### src/rtl/fifo_burst_packer.sv
// Packs 16-bit words popped from an upstream prefetch FIFO into 64-bit beats,
// grouped into bursts of BURST_LEN beats, with flush to close partial beats/bursts.
module fifo_burst_packer #(
  parameter int          BURST_LEN = 16,
  parameter logic [15:0] PAD_WORD  = 16'h0000
) (
  input  logic        clk,
  input  logic        rst,
  output logic        rd_en,
  input  logic        rd_vld,
  input  logic [15:0] rd_data,
  output logic        out_valid,
  input  logic        out_ready,
  output logic [63:0] out_data,
  output logic [3:0]  out_keep,
  output logic        out_last,
  input  logic        flush,
  output logic        flush_done,
  output logic        busy
);

  // Handshake: a beat transfers on the cycle where out_valid && out_ready;
  // out_data/out_keep/out_last hold steady while out_valid waits for out_ready.
  localparam logic [0:0] FILL = 1'b0;
  localparam logic [0:0] HOLD = 1'b1;

  logic [0:0]  state;
  logic [1:0]  word_cnt;
  logic [7:0]  beat_cnt;
  logic        flush_pend;
  logic        hold_flush;
  logic [63:0] data_r;
  logic [3:0]  keep_r;
  logic        last_r;
  logic        done_r;

  logic        eff_pend;
  logic        beat_end;
  logic [2:0]  fill_n;
  logic [63:0] data_n;
  logic [63:0] pad_data;
  logic [3:0]  part_keep;

  assign rd_en     = rd_vld && (state == FILL) && !flush_pend;
  assign eff_pend  = flush_pend || flush;
  assign beat_end  = (beat_cnt == 8'(BURST_LEN - 1));
  assign out_valid = (state == HOLD);
  assign out_data  = data_r;
  assign out_keep  = keep_r;
  assign out_last  = last_r;
  assign flush_done = done_r;
  assign busy      = (word_cnt != 2'd0) || (beat_cnt != 8'd0) || flush_pend || out_valid;

  // Lane image after this cycle's word (if any) has been merged in.
  always_comb begin
    data_n = data_r;
    if (rd_en) begin
      case (word_cnt)
        2'd0:    data_n[15:0]  = rd_data;
        2'd1:    data_n[31:16] = rd_data;
        2'd2:    data_n[47:32] = rd_data;
        default: data_n[63:48] = rd_data;
      endcase
    end
    fill_n   = {1'b0, word_cnt} + {2'b00, rd_en};
    pad_data = data_n;
    for (int i = 0; i < 4; i++) begin
      if (3'(i) >= fill_n) pad_data[16*i +: 16] = PAD_WORD;
    end
    case (fill_n)
      3'd1:    part_keep = 4'b0001;
      3'd2:    part_keep = 4'b0011;
      3'd3:    part_keep = 4'b0111;
      default: part_keep = 4'b0000;
    endcase
  end

  always_ff @(posedge clk) begin
    if (rst) begin
      state      <= FILL;
      word_cnt   <= 2'd0;
      beat_cnt   <= 8'd0;
      flush_pend <= 1'b0;
      hold_flush <= 1'b0;
      data_r     <= 64'd0;
      keep_r     <= 4'd0;
      last_r     <= 1'b0;
      done_r     <= 1'b0;
    end else begin
      done_r <= 1'b0;
      case (state)
        FILL: begin
          data_r <= data_n;
          if (fill_n == 3'd4) begin
            // A flush landing on the 4th word closes the burst with this full beat.
            state      <= HOLD;
            word_cnt   <= 2'd0;
            keep_r     <= 4'b1111;
            last_r     <= beat_end || eff_pend;
            hold_flush <= eff_pend;
            flush_pend <= eff_pend;
          end else if (eff_pend) begin
            word_cnt <= 2'd0;
            if (fill_n != 3'd0) begin
              state      <= HOLD;
              data_r     <= pad_data;
              keep_r     <= part_keep;
              last_r     <= 1'b1;
              hold_flush <= 1'b1;
              flush_pend <= 1'b1;
            end else if (beat_cnt != 8'd0) begin
              state      <= HOLD;
              data_r     <= {4{PAD_WORD}};
              keep_r     <= 4'b0000;
              last_r     <= 1'b1;
              hold_flush <= 1'b1;
              flush_pend <= 1'b1;
            end else begin
              flush_pend <= 1'b0;
              done_r     <= 1'b1;
            end
          end else begin
            word_cnt <= fill_n[1:0];
          end
        end
        HOLD: begin
          if (out_ready) begin
            state    <= FILL;
            beat_cnt <= last_r ? 8'd0 : beat_cnt + 8'd1;
            keep_r   <= 4'd0;
            last_r   <= 1'b0;
            if (hold_flush) begin
              hold_flush <= 1'b0;
              flush_pend <= 1'b0;
              done_r     <= 1'b1;
            end else begin
              flush_pend <= eff_pend;
            end
          end else begin
            flush_pend <= eff_pend;
          end
        end
        default: state <= FILL;
      endcase
    end
  end

endmodule

### config.mk
export PLATFORM = sky130hd
export DESIGN_NAME = fifo_burst_packer
export DESIGN_NICKNAME = d
export VERILOG_FILES = /design/src/rtl/fifo_burst_packer.sv
export SDC_FILE = /design/constraint.sdc
export NUM_CORES = 1
export LEC_CHECK = 0
export ABC_AREA = 0
export BUFFER_PORTS_ARGS = -buffer_cell sky130_fd_sc_hd__buf_2
export CAP_MARGIN = 20
export CORE_ASPECT_RATIO = 0.6
export CORE_UTILIZATION = 49
export CTS_BUF_LIST = sky130_fd_sc_hd__clkbuf_4
export DETAILED_ROUTE_END_ITERATION = 10
export PLACE_DENSITY = 0.82
export RECOVER_POWER = 50
export SLEW_MARGIN = 10
export SYNTH_ARGS = -nofsm -noshare
export SYNTH_HDL_FRONTEND = slang
export SYNTH_SLANG_ARGS = --single-unit
### constraint.sdc
create_clock -name clk -period 2.35 [get_ports clk]
set_input_delay 0.235 -clock clk [delete_from_list [all_inputs] [get_ports clk]]
set_output_delay 0.235 -clock clk [all_outputs]
set_load 0.01 [all_outputs]
==> impl_metrics.toml <==
[run_status]
status = "complete, no violations"

[synth]
synth_top_area_share_pct = 49.3
synth.avg_cell_area_um2 = 8.71
synthArstFlopShare_pct = 0
synth_seq_cells = 83
synthFlopType = "dfxtp_1"
syn_inst = 387
synth_edf_count = 0
synth_cell_types = 48
ys_seq_area_share_pct = 49.3
synth.largest_area_cell = "dfxtp_1"
syn_area_um2 = 3370
yosys-top-cells-count = "nand2_1 (94), dfxtp_1 (83), nor2_1 (45), a21oi_1 (39), mux2i_1 (16)"
synth_nets = 415
synth_most_common_cell = "nand2_1"
yosys_warnings = 0
synth_area_leaders = "dfxtp_1 (49%), nand2_1 (10%), a21oi_1 (5.8%)"

[grt]
grt-ovfl-total = 0
grt_util_all_layers_pct = 25.2
grt_max_degree = 23
grt_pass1_vias = 2680
antenna_found_initial = 0
grt_pass1_wl_um = 13600

[critical_path]
start_kind = "flop"
worstPathMaxFanout = 13
r2r_cells = 8
cp_top_family = "compound AO/OA/AOI/OAI gates"
cpPeakStageDelay_ns = 0.37
critPathSlowestCell = "dfxtp_2"
startpoint = "flush_pend"
ff2ff_setup_slack_ns = 0.12
regToRegEndpoint = "out_data[34]"
critPathKind = "reg2reg"
end_kind = "flop"
crit_buf_inv = 1
path_cells = "nor3b_4 -> ha_2 -> ha_4 -> or2_4 -> o31ai_4 -> o21ai_2 -> buf_4 -> a21oi_1"
cp.required_ns = 2.71
arrival_ns = 2.59
timing.rr.start = "flush_pend"

[timing]
drv_slew = 0
finClkSkew_ns = 0.0155
period_needed_ns = 2.23
setup_violations = 0
tns_ns = 0
slew_headroom_pct = 55.2
finalCritPeriodShare_pct = 94.9
fmax_ghz = 0.448
tightest_slew_ns = 0.672
hold_viol = 0
rsz0062_at_grt = "no"

[flow_run]
drv_cap = 0

[cts]
post_cts_buffers = 0
clk_pin_slew_ns = 0.14
clk_latency_ns = 0.42
cts_tree = "done"
htree_levels = 3
cts.sinks = 83
ctsLongestPathBuffers = 2
cts_made_buffers = 9
cts_root_buf = "clkbuf_4"

[floorplanning]
die_area_um2 = 7230
rows = 22
die_x_um = 109
start_util_pct = 53.0
io_pins = 94
die_y_um = 66.2
core_um2 = 6360

[hold_path]
hold_class = "in2reg"
holdPathEnd = "out_data[33]"
hold_path_depth = 3
min_from = "rd_data[1]"

[cells_and_area]
area_growth_syn_to_layout_pct = 18.6
drive_above_1_share_pct = 15.6
antenna_cells = 0
nNetsFinal = 509
register_area_um2 = 1660
fill_cells = 587
multiInputGateArea_um2 = 1630

[route]
vias_per_cell = 5.42
first_pass_iters = 5
wl_per_cell_um = 15.5
first_iter_violations = 342
drc_errors = 0
wl_um = 8850
vias = 3091
drtAntennaViolNets = 0

[pwr]
finalPower_w = 0.00304
p_per_area_nw_per_um2 = 759
ir_worst_vdd_uv = 319
power_leakage_nw = 1.53

[placed_design]
port_buffers = 93
gp_congestion = 0.918
dp_hpwl_um = 6560
==> routing by layer <==
metal  GRT usage [%]  vias to the layer above  part of all wire, %
li1                -                     1505                    -
met1            36.8                     1456                   50
met2            36.3                      119                   43
met3            5.42                       11                  6.3
met4            8.45                        0                  1.2
met5               0                        -                    0
==> what timing repair did <==
action | CTS | global route
hold endpoints to repair | 0 | 0
setup endpoints to repair | 0 | 11
hold buffers | 0 | 0
resized for setup | 0 | 1
==> registers in the layout, indices dropped and copies added (netlist names) <==
signal,cells
hold_flush,1
out_last,1
beat_cnt,8
out_data,64
word_cnt,2
out_keep,4
flush_done,1
flush_pend,1
out_valid,1
==> per-stage QoR <==
step	cells	area (µm²)	hold slack [ns]	setup slack (ns)	util (%)
floorplan	387	3410	0.371	-0.0797	-
global placement	554	3970	0.440	0.161	62.4
detailed placement	554	3970	0.447	0.0927	62.4
CTS	570	4090	0.0458	0.0758	64.3
global route	570	4000	0.0489	0.0284	62.9
finish	570	4000	0.0736	0.120	62.9
==> logic make-up after synthesis <==
kind of cell | count (synthesis) | share of synthesized area [%]
and+or+nand+nor | 177 | 23.4
DFF | 83 | 49.3
AOI/OAI and AO/OA | 71 | 14.5
buffers and inverters | 25 | 3.30
muxes | 17 | 5.09
xor gates and xnor gates | 7 | 1.82
adders and majority gates | 7 | 2.60
==> worst max-delay path by stage <==
stage / end / slack (ns) / cells after the start
floorplan: out_keep[0] / -0.08 / 8
global placement: out_keep[0] / 0.16 / 7
detailed placement: out_data[34] / 0.09 / 8
CTS: out_data[32] / 0.08 / 8
global route: out_data[32] / 0.03 / 8
finish: out_data[34] / 0.12 / 8
==> where the power goes <==
part           total [W]  leakage [nW]  internal (W)  switching (W)
clock           0.000733        0.0526      0.000220       0.000513
combinational   0.000744         0.803      0.000252       0.000492
sequential       0.00156         0.673       0.00150      0.0000610
==> placed cells by master (no fill, tap or decap), types with 3 or more instances in the layout <==
| cell type | n |
|---|---|
| xor2_1 | 5 |
| dfxtp_1 | 82 |
| nor2b_1 | 3 |
| inv_1 | 5 |
| clkbuf_1 | 71 |
| a21oi_1 | 39 |
| nand3_1 | 6 |
| nor3_1 | 3 |
| a211oi_1 | 7 |
| buf_4 | 8 |
| nand4_1 | 3 |
| a21oi_2 | 10 |
| mux2i_1 | 16 |
| nand3b_1 | 3 |
| nand2_1 | 94 |
| nor2_1 | 45 |
| ha_1 | 5 |
| buf_2 | 23 |
| and3_1 | 3 |
| clkbuf_4 | 9 |
| clkinvlp_4 | 4 |
==> final cells by class <==
cell class / instances / share of cell area (%)
clock inverters: 7 / 1.28
well taps: 84 / 2.63
clock buffers: 9 / 1.69
inverters: 5 / 0.469
repair buffers: 103 / 11.5
multi-input cells: 279 / 40.8
flip-flops and latches: 83 / 41.6
==> worst min-delay path: cells and delay by family <==
kind                   cells  cell delay [ns]
AO/OA/AOI/OAI              1             0.05
AND/OR/NAND/NOR            1             0.05
buffers and inverters      1             0.12
Note: power is estimated with default switching activity, not from simulation.
